<file path="src/rtl/dds_ctrl_pkg.sv">
// Shared state encoding, AD9910 constants and small helpers for the DDS
// register-write path.
package dds_ctrl_pkg;

  typedef enum logic [2:0] {
    IDLE  = 3'd0,
    GRANT = 3'd1,
    START = 3'd2,
    WAIT  = 3'd3,
    GAP   = 3'd4,
    PULSE = 3'd5
  } dds_wr_state_e;

  localparam int DDS_MAX_BYTES = 8;

  localparam logic [7:0] AD9910_CFR1 = 8'h00;
  localparam logic [7:0] AD9910_CFR2 = 8'h01;
  localparam logic [7:0] AD9910_STP0 = 8'h0E;

  // A zero or oversize byte count means "full 8-byte register".
  function automatic logic [3:0] clamp_len(input logic [3:0] len);
    logic [3:0] max_len;
    max_len = 4'(DDS_MAX_BYTES);
    if ((len == 4'd0) || (len > max_len)) begin
      clamp_len = max_len;
    end else begin
      clamp_len = len;
    end
  endfunction

  function automatic int max_int(input int a, input int b);
    max_int = (a > b) ? a : b;
  endfunction

endpackage

</file>
<file path="src/rtl/dds_reg_write_arbiter_rr_arbiter.sv">
// Combinational round-robin pick: search starts at ptr and wraps, returning a
// one-hot grant, its index and whether anything was valid.
module rr_arbiter
  import dds_ctrl_pkg::*;
#(
  parameter int NUM_REQ = 2,
  parameter int IDX_W   = 1
) (
  input  logic [NUM_REQ-1:0] valid,
  input  logic [IDX_W-1:0]   ptr,
  output logic [NUM_REQ-1:0] grant,
  output logic [IDX_W-1:0]   idx,
  output logic               any
);

  logic [2*NUM_REQ-1:0] dbl;
  logic [2*NUM_REQ-1:0] grant_dbl;
  logic [NUM_REQ-1:0]   rot;
  logic [NUM_REQ-1:0]   rot_onehot;
  logic                 found;
  int                   pos;

  // Rotate so bit 0 is the ptr position, take the first set bit, rotate back.
  always_comb begin
    dbl        = {valid, valid};
    rot        = NUM_REQ'(dbl >> ptr);
    rot_onehot = '0;
    found      = 1'b0;
    pos        = 0;
    for (int k = 0; k < NUM_REQ; k++) begin
      if (!found && rot[k]) begin
        rot_onehot[k] = 1'b1;
        pos           = k;
        found         = 1'b1;
      end else begin
        found = found;
      end
    end
    grant_dbl = {{NUM_REQ{1'b0}}, rot_onehot} << ptr;
    grant     = grant_dbl[NUM_REQ-1:0] | grant_dbl[2*NUM_REQ-1:NUM_REQ];
    idx       = IDX_W'((int'(ptr) + pos) % NUM_REQ);
    any       = found;
  end

endmodule

</file>
<file path="src/rtl/dds_reg_write_arbiter.sv">
// Round-robin arbiter sharing the AD9910 SPI register-write path, with an
// optional IO_UPDATE pulse per write. Optional SPI watchdog: DDS_WR_TIMEOUT_EN.
module dds_reg_write_arbiter
  import dds_ctrl_pkg::*;
#(
  parameter int NUM_REQ     = 2,
  parameter int DATA_W      = 64,
  parameter int IO_UPD_CYC  = 4,
  parameter int UPD_GAP_CYC = 2,
  parameter int TIMEOUT_CYC = 65535,
  localparam int GID_W      = (NUM_REQ > 1) ? $clog2(NUM_REQ) : 1
) (
  input  logic                        sys_clk,
  input  logic                        sys_rst_n,
  input  logic [NUM_REQ-1:0]          req_valid,
  output logic [NUM_REQ-1:0]          req_ready,
  input  logic [NUM_REQ*8-1:0]        req_addr,
  input  logic [NUM_REQ*DATA_W-1:0]   req_data,
  input  logic [NUM_REQ*4-1:0]        req_len,
  input  logic [NUM_REQ-1:0]          req_upd,
  output logic                        spi_start,
  output logic [7:0]                  spi_addr,
  output logic [DATA_W-1:0]           spi_data,
  output logic [3:0]                  spi_len,
  input  logic                        spi_done,
  output logic                        io_update,
  output logic [GID_W-1:0]            grant_id,
  output logic                        busy,
  output logic                        wr_err
);

`ifdef DDS_WR_TIMEOUT_EN
  localparam bit TIMEOUT_EN = 1'b1;
`else
  localparam bit TIMEOUT_EN = 1'b0;
`endif
  // One shared counter serves the gap, the pulse and (optionally) the watchdog.
  localparam int TO_SPAN = TIMEOUT_EN ? TIMEOUT_CYC : 1;
  localparam int CNT_MAX = max_int(max_int(IO_UPD_CYC, UPD_GAP_CYC), TO_SPAN);
  localparam int CNT_W   = $clog2(CNT_MAX + 1);

  dds_wr_state_e      state_r;
  logic [GID_W-1:0]   rr_ptr_r;
  logic               upd_r;
  logic [CNT_W-1:0]   cnt_r;

  logic [NUM_REQ-1:0] pick_grant;
  logic [GID_W-1:0]   pick_idx;
  logic               pick_any;

  logic [7:0]         sel_addr;
  logic [DATA_W-1:0]  sel_data;
  logic [3:0]         sel_len;
  logic               sel_upd;

  rr_arbiter #(
    .NUM_REQ (NUM_REQ),
    .IDX_W   (GID_W)
  ) u_rr (
    .valid (req_valid),
    .ptr   (rr_ptr_r),
    .grant (pick_grant),
    .idx   (pick_idx),
    .any   (pick_any)
  );

  // AND-OR mux of the winning requester's fields (grant is one-hot).
  always_comb begin
    sel_addr = 8'h00;
    sel_data = '0;
    sel_len  = 4'h0;
    sel_upd  = 1'b0;
    for (int i = 0; i < NUM_REQ; i++) begin
      sel_addr = sel_addr | ({8{pick_grant[i]}} & req_addr[8*i +: 8]);
      sel_data = sel_data | ({DATA_W{pick_grant[i]}} & req_data[DATA_W*i +: DATA_W]);
      sel_len  = sel_len  | ({4{pick_grant[i]}} & req_len[4*i +: 4]);
      sel_upd  = sel_upd  | (pick_grant[i] & req_upd[i]);
    end
  end

`ifndef DDS_WR_TIMEOUT_EN
  assign wr_err = 1'b0;
`endif

  // Transaction FSM: pick on the way into GRANT so ready and the latched
  // request come straight from registers during GRANT.
  always_ff @(posedge sys_clk or negedge sys_rst_n) begin
    if (!sys_rst_n) begin
      state_r   <= IDLE;
      rr_ptr_r  <= '0;
      upd_r     <= 1'b0;
      cnt_r     <= '0;
      req_ready <= '0;
      spi_start <= 1'b0;
      spi_addr  <= 8'h00;
      spi_data  <= '0;
      spi_len   <= 4'h0;
      io_update <= 1'b0;
      grant_id  <= '0;
      busy      <= 1'b0;
`ifdef DDS_WR_TIMEOUT_EN
      wr_err    <= 1'b0;
`endif
    end else begin
      spi_start <= 1'b0;
      req_ready <= '0;
      case (state_r)
        IDLE: begin
          if (pick_any) begin
            state_r   <= GRANT;
            busy      <= 1'b1;
            req_ready <= pick_grant;
            grant_id  <= pick_idx;
            spi_addr  <= sel_addr;
            spi_data  <= sel_data;
            spi_len   <= clamp_len(sel_len);
            upd_r     <= sel_upd;
          end else begin
            state_r <= IDLE;
          end
        end
        GRANT: begin
          // A requester that dropped valid during GRANT is not served.
          if (|(req_valid & req_ready)) begin
            state_r   <= START;
            spi_start <= 1'b1;
            rr_ptr_r  <= (grant_id == GID_W'(NUM_REQ - 1)) ? '0 : grant_id + GID_W'(1);
          end else begin
            state_r <= IDLE;
            busy    <= 1'b0;
          end
        end
        START: begin
          state_r <= WAIT;
          cnt_r   <= '0;
        end
        WAIT: begin
          if (spi_done) begin
            cnt_r <= '0;
            if (!upd_r) begin
              state_r <= IDLE;
              busy    <= 1'b0;
            end else if (UPD_GAP_CYC == 0) begin
              state_r   <= PULSE;
              io_update <= 1'b1;
            end else begin
              state_r <= GAP;
            end
          end
`ifdef DDS_WR_TIMEOUT_EN
          else if (cnt_r == CNT_W'(TIMEOUT_CYC - 1)) begin
            wr_err  <= 1'b1;
            state_r <= IDLE;
            busy    <= 1'b0;
            cnt_r   <= '0;
          end else begin
            cnt_r <= cnt_r + CNT_W'(1);
          end
`else
          else begin
            state_r <= WAIT;
          end
`endif
        end
        GAP: begin
          if (cnt_r == CNT_W'(UPD_GAP_CYC - 1)) begin
            state_r   <= PULSE;
            io_update <= 1'b1;
            cnt_r     <= '0;
          end else begin
            cnt_r <= cnt_r + CNT_W'(1);
          end
        end
        PULSE: begin
          if (cnt_r == CNT_W'(IO_UPD_CYC - 1)) begin
            state_r   <= IDLE;
            io_update <= 1'b0;
            busy      <= 1'b0;
            cnt_r     <= '0;
          end else begin
            cnt_r <= cnt_r + CNT_W'(1);
          end
        end
        default: begin
          state_r   <= IDLE;
          io_update <= 1'b0;
          busy      <= 1'b0;
          cnt_r     <= '0;
        end
      endcase
    end
  end

endmodule
</file>
<file path="config.mk">
export PLATFORM = sky130hd
export DESIGN_NAME = dds_reg_write_arbiter
export DESIGN_NICKNAME = d
export VERILOG_FILES = /design/src/rtl/dds_ctrl_pkg.sv /design/src/rtl/dds_reg_write_arbiter_rr_arbiter.sv /design/src/rtl/dds_reg_write_arbiter.sv
export SDC_FILE = /design/constraint.sdc
export NUM_CORES = 1
export LEC_CHECK = 0
export ABC_AREA = 0
export CORE_MARGIN = 2
export CORE_UTILIZATION = 30
export CTS_CLUSTER_SIZE = 40
export DETAILED_ROUTE_END_ITERATION = 6
export GPL_TIMING_DRIVEN = 0
export PLACE_DENSITY = 0.66
export SYNTH_ARGS = -nofsm -noshare
export SYNTH_HDL_FRONTEND = slang
export SYNTH_HIERARCHICAL = 1
export SYNTH_SLANG_ARGS = --single-unit
</file>
<file path="constraint.sdc">
create_clock -name sys_clk -period 2 [get_ports sys_clk]
set_clock_uncertainty 0.05 [all_clocks]
set_input_delay 0.5 -clock sys_clk [delete_from_list [all_inputs] [get_ports sys_clk]]
set_output_delay 0.5 -clock sys_clk [all_outputs]
set_load 0.01 [all_outputs]
</file>
==> summary.md <==
| Metric | Value |
|---|---|
| Status | completed |
| Worst skew pair latency | 0.33 ns |
| Gpl congestion | 0.793 |
| Asr flop ratio synth | 100% |
| Setup TNS | 0 ns |
| Top cell by count, worst path | buf_4 |
| Met2 usage | about 33% |
| Max-cap violations | 0 |
| Routed Antenna Nets | 0 |
| Initial Util | 30.6% |
| FF/Latch Area | 2250 um2 |
| RSZ-0062 raised after global routing | false |
| All-Layer GR Usage | 18.6% |
| Worst hold path type | in2async |
| Non-Filler Instances | 855 |
| CP bufs+invs | 3 |
| Hold-fix buffers, CTS | 0 |
| Sink Count | 90 |
| DR iter-0 viols | 151 |
| Crit path kind | in2reg |
| Worst path slowest cell | clkdlybuf4s50_1 |
| Post-Synthesis Cell Area | 4250 um2 |
| Commonest cells in the netlist | dfrtp_1, a22oi_1, nor2_1 |
| M3 GR Usage | 4.52% |
| Yosys warning count | 6 |
| Post-DP HPWL | about 11,000 um |
| Cell count after placement | 840 |
| DRT Wirelength | about 14,000 um |
| Syn nets | 582 |
| GR peak layer | met2 |
| CTS tree | done |
| Post-DP Area | 6910 um2 |
| DR vias/cell | 4.84 |
| Vias | 4,138 |
| Multi-input logic area | 1720 um2 |
| Critical Path Max Stage Delay | between 0.5 and 0.6 ns |
| Worst path top cell family by delay | buffers and inverters |
| Global Route met1 Usage | between 20% and 30% |
| H-tree levels | 3 |
| Vias in the first global route | roughly 4,300 |
| CP Cell Sequence | clkdlybuf4s50_1, or2_1, nor4b_4, buf_4, buf_4, a21oi_1 |
| Cell area power density | approximately 1500 nW/um2 |
| Maximum vdd drop | 574 uV |
| Number of core rows | 43 |
| Synth cell types | 36 |
| Max Transition Viols Final | 0 |
| Tcrit/Tclk final | 96.5% |
| Top-count cell post-synth | dfrtp_1 |
| Avg Inst Size Synth | 10.1 um2 |
| Remaining routing DRC violations | 0 |
| Worst-path clk slew | about 0.060 ns |
| Port Buffer Count | 240 |
| Share of cells above drive strength 1 | 12.0% |
| Global-route wire length before repair | roughly 22,000 um |
| Avg WL per Cell | ~17 um |
| Initial antenna violation count | 0 |
| Flops & latches, synth | 90 |
| Share of the synthesized area in the top cell type | 53.0% |
| Critical Path Fanout Max | 10 |
| Root buf cell | clkbuf_16 |
| GRT overflow | 0 |
| Slew @ Worst Pin | 0.571 ns |
| Largest cells by area after synthesis | dfrtp_1, a22oi_1, nor2_1 |
| Finished layout cell area | 7220 um2 |
| Final-report hold violation count | 0 |
| Startpoint types | input pin |
| CTS buffer count | 9 |
| Fill cells | approximately 1,300 |
| Crit. End Element | register |
| Synth area leader | dfrtp_1 |
| Seq/Total Area, Yosys | 53.0% |
| Ant diodes | 0 |
| Setup bufs post-CTS | 0 |
| WP data arrival | 2.09 ns |
| IO Pins | 242 |
| Final min period | 1.93 ns |
| Final hold slack | 0.111 ns |
| Core Region | approximately 14,000 um2 |
| Number of flops mapped to enable cells by yosys | 0 |
| Mapped Cells | around 420 |
| Die Ht | 123 um |
| Die Width | roughly 120 um |
| CP required | 2.16 ns |
| # setup viols final | 0 |
| Synth-to-layout area growth | 69.7% |
| Max frequency | 0.518 GHz |
| Die ar. | 15,100 um2 |
| Final #Nets | 834 |
| Largest net degree at the start of global routing | 49 |
| Top_reg_cell synth | dfrtp_1 |
| P_leak | 2.94 nW |
| Final setup margin | 0.0700 ns |
| First drt pass iteration count | 4 |
| Clk buf depth | 2 |
| Dpl ws | -0.660 ns |
| Rel. slew slack | 62.0% |
==> area by class of cell <==
type / instances / share of cell area [%]
multi-input cells: 279 / 23.9
clock inverters: 3 / 0.208
plain buffers: 39 / 3.83
repair buffers: 241 / 33.6
inverters: 11 / 0.572
flip-flops and latches: 90 / 31.2
well taps: 180 / 3.12
clock buffers: 12 / 3.55
==> layer usage <==
metal	part of all wire (%)	vias up
li1	-	2001
met1	40	1980
met2	51	138
met3	7.0	19
met4	1.8	0
met5	0	-
==> power breakdown <==
| group | switching (mW) | total (mW) | leakage (nW) | internal, mW |
|---|---|---|---|---|
| logic | 2.80 | 5.76 | 1.75 | 2.95 |
| clock network | 0.659 | 1.56 | 0.138 | 0.897 |
| registers | 0.523 | 3.29 | 1.05 | 2.76 |
| total | 3.98 | 10.6 | 2.94 | 6.61 |
==> placed cells by master, fill, tap and decap left out, drive strengths merged, types with 3 or more instances in the layout <==
cell type	count
and2	4
a22oi	79
ha	4
o21ai	3
nand2b	4
a22o	3
dfrtp	90
nand2	4
inv	11
nor2	77
o22ai	3
a21oi	76
buf	26
clkinv	3
clkdlybuf4s50	239
clkbuf	27
==> state kept, by name, indices dropped and copies added, names as in the netlist, 2 cells and up <==
signal     flops
spi_data      64
req_ready      2
spi_addr       8
state_r        3
spi_len        4
cnt_r          3
==> worst reg2reg max path, stage by stage (launching register included) <==
cell and delay (ns):
dfrtp_1 0.40, ha_1 0.22, ha_1 0.21, and2_1 0.19, nor3b_1 0.35, mux2_2 0.22
==> final timing paths <==
path | slack (ns) | depth (start not counted) | start | end
max reg2reg | 0.29 | 5 | cnt_r[0] | cnt_r[0]
max | 0.07 | 6 | req_valid[1] | spi_data[10]
min | 0.11 | 1 | sys_rst_n | state_r[2]
min reg2reg | 0.45 | 1 | grant_id | rr_ptr_r
min in group sys_clk | 0.45 | 1 | grant_id | rr_ptr_r
max in group asynchronous | 1.16 | 2 | sys_rst_n | spi_data[27]
==> through the flow <==
stage | utilization, % | power [mW]
global placement | 49.6 | 8.94
detailed placement | 49.7 | 9.08
global route | 52.0 | 11.4
floorplan | - | 6.19
finish | 52.0 | 10.6
CTS | 51.8 | 10.7
==> kinds of logic (layout without fill, tap and decap cells) <==
family          Yosys count  after routing  synth area share, %
compound gates          174            174                 28.5
fa+ha+maj                 4              4                 1.18
flops                    90             90                 53.0
mux                       3              3                0.765
simple gates             97             97                 9.91
other cells               1              1               0.0882
buf+inv                  50            306                 6.59
==> timing repair <==
item	CTS	global route
resized for setup	10	14
setup endpoints to repair	49	45
pin swaps	0	0
Power figures use the tool's default switching activity.
